`src/rtl/regfile_param.sv`:
```
// ---------------------------------------------------------------------------
// regfile_param
//
// Parameterised register file with two combinational read ports, one write
// port, and a start-up clear sequencer. After reset is released, the
// sequencer writes zero to every entry, one entry per cycle, and then enters
// READY. In READY the write port is open. While clearing, writes are
// discarded and flagged with a one-cycle wr_drop pulse, and both read ports
// return zero.
//
// Parameters
//   DATA_W    register width in bits
//   ADDR_W    address width; the file holds 2**ADDR_W entries
//   ZERO_REG  when nonzero, entry 0 always reads 0 and silently ignores writes
//
// Optional feature
//   RF_BYPASS_EN  when this macro is defined, a write in READY is forwarded to
//                 any read port that addresses the same entry in the same
//                 cycle. When it is undefined, reads see only stored contents.
//
// Ports
//   clk        rising-edge clock for all state
//   reset      synchronous, active-low reset; restarts the clear sequence
//   rd_addr_1  read port 1 address
//   rd_data_1  read port 1 data (combinational)
//   rd_addr_2  read port 2 address
//   rd_data_2  read port 2 data (combinational)
//   we         write enable
//   wr_addr    write address
//   wr_data    write data
//   ready      high once every entry has been cleared and writes are accepted
//   wr_drop    registered one-cycle pulse: a write arrived while clearing
// ---------------------------------------------------------------------------
module regfile_param #(
  parameter int DATA_W   = 32,
  parameter int ADDR_W   = 5,
  parameter int ZERO_REG = 1
) (
  input  logic              clk,
  input  logic              reset,
  input  logic [ADDR_W-1:0] rd_addr_1,
  input  logic [ADDR_W-1:0] rd_addr_2,
  output logic [DATA_W-1:0] rd_data_1,
  output logic [DATA_W-1:0] rd_data_2,
  input  logic              we,
  input  logic [ADDR_W-1:0] wr_addr,
  input  logic [DATA_W-1:0] wr_data,
  output logic              ready,
  output logic              wr_drop
);

  localparam int DEPTH = 1 << ADDR_W;

`ifdef RF_BYPASS_EN
  localparam bit BYPASS = 1'b1;
`else
  localparam bit BYPASS = 1'b0;
`endif

  typedef enum logic {
    CLEAR = 1'b0,
    READY = 1'b1
  } state_t;

  state_t            state;
  state_t            state_next;
  logic [ADDR_W-1:0] clr_ptr;
  logic [ADDR_W-1:0] clr_ptr_next;
  logic              drop_next;

  logic              mem_we;
  logic [ADDR_W-1:0] mem_addr;
  logic [DATA_W-1:0] mem_data;
  logic [DATA_W-1:0] mem [DEPTH];

  logic              wr_hits_zero;

  // A write to the hardwired zero entry is swallowed with no drop indication.
  assign wr_hits_zero = (ZERO_REG != 0) && (wr_addr == '0);

  assign ready = (state == READY);

  always_ff @(posedge clk) begin
    if (!reset) begin
      state   <= CLEAR;
      clr_ptr <= '0;
      wr_drop <= 1'b0;
    end else begin
      state   <= state_next;
      clr_ptr <= clr_ptr_next;
      wr_drop <= drop_next;
    end
  end

  // The single array write port is shared. The sequencer owns it while
  // clearing and the external write port owns it in READY.
  always_comb begin
    state_next   = state;
    clr_ptr_next = clr_ptr;
    drop_next    = 1'b0;
    mem_we       = 1'b0;
    mem_addr     = wr_addr;
    mem_data     = wr_data;
    case (state)
      CLEAR: begin
        mem_we       = 1'b1;
        mem_addr     = clr_ptr;
        mem_data     = '0;
        drop_next    = we;
        // The pointer wraps to 0 naturally when the last entry is cleared.
        clr_ptr_next = clr_ptr + 1'b1;
        if (clr_ptr == {ADDR_W{1'b1}}) begin
          state_next = READY;
        end
      end
      READY: begin
        mem_we = we && !wr_hits_zero;
      end
      default: begin
        state_next = CLEAR;
      end
    endcase
  end

  // The array has no reset. Writes are blocked while reset is held, so a
  // write presented during reset is neither stored nor flagged.
  always_ff @(posedge clk) begin
    if (reset && mem_we) begin
      mem[mem_addr] <= mem_data;
    end
  end

  always_comb begin
    rd_data_1 = mem[rd_addr_1];
    if (state != READY) begin
      rd_data_1 = '0;
    end else if ((ZERO_REG != 0) && (rd_addr_1 == '0)) begin
      rd_data_1 = '0;
    end else if (BYPASS && we && !wr_hits_zero && (wr_addr == rd_addr_1)) begin
      rd_data_1 = wr_data;
    end
  end

  always_comb begin
    rd_data_2 = mem[rd_addr_2];
    if (state != READY) begin
      rd_data_2 = '0;
    end else if ((ZERO_REG != 0) && (rd_addr_2 == '0)) begin
      rd_data_2 = '0;
    end else if (BYPASS && we && !wr_hits_zero && (wr_addr == rd_addr_2)) begin
      rd_data_2 = wr_data;
    end
  end

endmodule

```
`config.mk`:
```
export PLATFORM = sky130hd
export DESIGN_NAME = regfile_param
export DESIGN_NICKNAME = d
export VERILOG_FILES = /design/src/rtl/regfile_param.sv
export SDC_FILE = /design/constraint.sdc
export NUM_CORES = 1
export LEC_CHECK = 0
export ABC_AREA = 1
export CAP_MARGIN = 20
export CELL_PAD_IN_SITES_DETAIL_PLACEMENT = 0
export CELL_PAD_IN_SITES_GLOBAL_PLACEMENT = 2
export CORE_ASPECT_RATIO = 1.2
export CORE_UTILIZATION = 35
export DETAILED_ROUTE_END_ITERATION = 7
export MAX_ROUTING_LAYER = met4
export PLACE_DENSITY_LB_ADDON = 0.1
export SETUP_SLACK_MARGIN = 0.2
export SYNTH_ARGS = -nofsm -noshare
export SYNTH_HDL_FRONTEND = slang
export SYNTH_SLANG_ARGS = --single-unit
```
`constraint.sdc`:
```
create_clock -name clk -period 4.2 [get_ports clk]
set_clock_uncertainty 0.05 [all_clocks]
set_input_delay 0.63 -clock clk [delete_from_list [all_inputs] [get_ports clk]]
set_output_delay 0.63 -clock clk [all_outputs]
set_load 0.02 [all_outputs]
```
==> results.toml <==
[timing]
maxSlewHeadroom_pct = 27.52
final-max-slew-violation-count = 0
clock.fmax_ghz = 0.2574
finalCriticalPeriod_ps = 3885
setup_viol = 0
period_share_pct = 92.50
hold_viol = 0
grt_setup_unrepaired = "false"
holdWs_ps = 402.3
worst_pin_slew_ps = 1086
fin_setup_tns_ps = 0
timing.final.ws_setup_ps = 315.2

[setup_path]
r2r_start = "ready"
startpoint_type = "input port"
arrival_ps = 3200
crit_fanout = 55
worstSetupPathType = "input port to primary output"
reg2reg_slack_ps = 1250
reg2regPathDepth = 8
worstPathRequired_ps = 3520
worstSetupEndpointType = "primary output"
reg2reg_to = "mem[8][17]"

[placed_design]
io_buffers = 115
gp_routability_congestion = 0.8124
dp.cells = 8594
dp_slack_ps = 335.5
dp_hpwl_um = 126700
placedInstanceArea_um2 = 59600

[cells_and_area]
layout_common_cells = "2059 x nand2_1, 1730 x nand3_1, 1024 x edfxtp_1"
final_layout_size_suffix_gt1_share_pct = 6.957
final_cell_count_no_fill = 8821
area_growth_pct = 14.61
final_cell_area_um2 = 63500
final_nets = 6680
layout_commonest_cell = "nand2_1"

[hold_path]
hold_end = "wr_drop"
hold_depth = 3
hp-class = "input port to flop"
min_from = "we"

[pwr]
powerDensity_nw_per_um2 = 378.1
ir_drop_v = 0.0003341
p_leak_nw = 27.26

[flow_run]
cap_violations = 0

[die]
start_util_pct = 35.34
pin_count = 116
row_count = 159
fp.coreArea_um2 = 156800
fp.dieW_um = 365.2
dieArea_um2 = 159900
die_h_um = 437.8

[route]
route.detailed.vias_per_inst = 5.267
firstDrtPassIters = 5
num_vias = 46460
wl_um = 230000
wl_per_cell_um = 26.07
dr.first_iter.drc_count = 4330
detail-route-antenna-nets = 0
drc = 0

[grt]
grt_start_max_net_pins = 96
antenna_found_initial = 4
grt_pass1_vias = 45010
grt_pass1_wl_um = 328300
track_usage_pct = 29.46
grt_overflow = 0

[clocking]
tritoncts = "built"
path_clk_slew_ps = 60
hold_buffers = 0
cts_root_buf = "clkbuf_16"
clk_path_buf_depth = 3
clkSinkCount = 1031
cts_max_level = 3
clk_latency_ps = 750
numCtsBuffers = 120

[logic_synthesis]
synth_edf_count = 1024
synthArstFlopShare_pct = 0
synth.net_count = 6683
synth_warnings = 0
synth_cell_types = 26
synth_seq_area_share_pct = 55.75
synth-seq-cells = 1031
syn_area_per_cell_um2 = 8.355
synth-main-ff-cell = "edfxtp_1"
synthCells = 6631
syn_area_um2 = 55400

[run_status]
status = "finished clean"
## how the worst max path moves through the flow
stage	start	to	cells past startpoint
6_report	rd_addr_2[0]	rd_data_2[6]	11
5_1_grt	rd_addr_2[0]	rd_data_2[9]	12
4_1_cts	ready	rd_data_2[22]	6
3_5_place_dp	rd_addr_2[0]	rd_data_2[9]	12
3_3_place_gp	rd_addr_2[0]	rd_data_2[9]	12
2_1_floorplan	wr_addr[3]	mem[0][0]	6
## synth_stat cells, drive strengths merged, types with 2 or more instances
cell type | count | share of area (%)
a21oi | 5 | 0.045
buf | 375 | 3.8
clkbuf | 74 | 0.50
dfxtp | 7 | 0.25
edfxtp | 1024 | 56
ha | 2 | 0.045
inv | 998 | 6.8
nand2 | 2059 | 14
nand3 | 1730 | 16
nand4 | 2 | 0.023
nor2 | 174 | 1.2
nor3 | 5 | 0.045
o211ai | 128 | 1.7
o21ai | 7 | 0.063
or2 | 38 | 0.43
## state kept, by name, summed over array words and instances, names as in the netlist
register,count
clr_ptr,5
wr_drop,1
ready,1
mem,1024
## critical path, stage by stage
cell and delay [ps]:
buf_8 300, inv_16 180, buf_12 260, nand2_1 90, nand3_1 60, nand3_1 100
nand3_1 90, nand2_1 180, nor2_1 70, nor2_1 420, clkdlybuf4s50_1 740
## per-layer routing
metal / wire length [µm] / up-vias / track usage [%]
li1: - / 21680 / -
met1: 100300 / 22920 / 38.16
met2: 110100 / 1515 / 47.90
met3: 11560 / 347 / 3.062
met4: 8115 / 0 / 10.12
met5: 0 / - / -
## cell type report
cell class	instances	area [µm²]
fillers	15920	93270
flip-flops and latches	1031	30890
multi-input cells	4153	18620
inverters	998	3815
repair buffers	324	3774
clock buffers	147	3126
well taps	2093	2619
clock inverters	74	650.6
diodes	1	2.502
## through the flow
step	utilization (%)	total power [mW]
after global placement	38.02	13.81
after floorplan	-	12.85
after global routing	40.51	24.78
after CTS	40.43	24.23
after detailed placement	38.02	13.80
final	40.51	24.01
## logic make-up (layout without fill, tap and decap cells)
| family | after synthesis | count (layout) | synth area share [%] |
|---|---|---|---|
| adder cells (fa/ha/maj) | 2 | 2 | 0.04516 |
| flip-flops | 1031 | 1031 | 55.75 |
| AO/OA/AOI/OAI | 142 | 142 | 1.865 |
| AND/OR/NAND/NOR | 4009 | 4009 | 31.26 |
| buffers and inverters | 1447 | 1543 | 11.07 |
| other | 0 | 1 | 0 |
## report_power, final
group	internal, mW	total, mW	switching [mW]	leakage (nW)
combinational	0.675	2.33	1.66	16.4
sequential	11.2	11.3	0.0256	9.01
clock	5.96	10.4	4.46	1.85
## repair_timing
action	4_1_cts	5_1_grt
setup buffers	0	0
setup endpoints to repair	18	1
resized for setup	1	1
(Power assumes the default switching activity.)
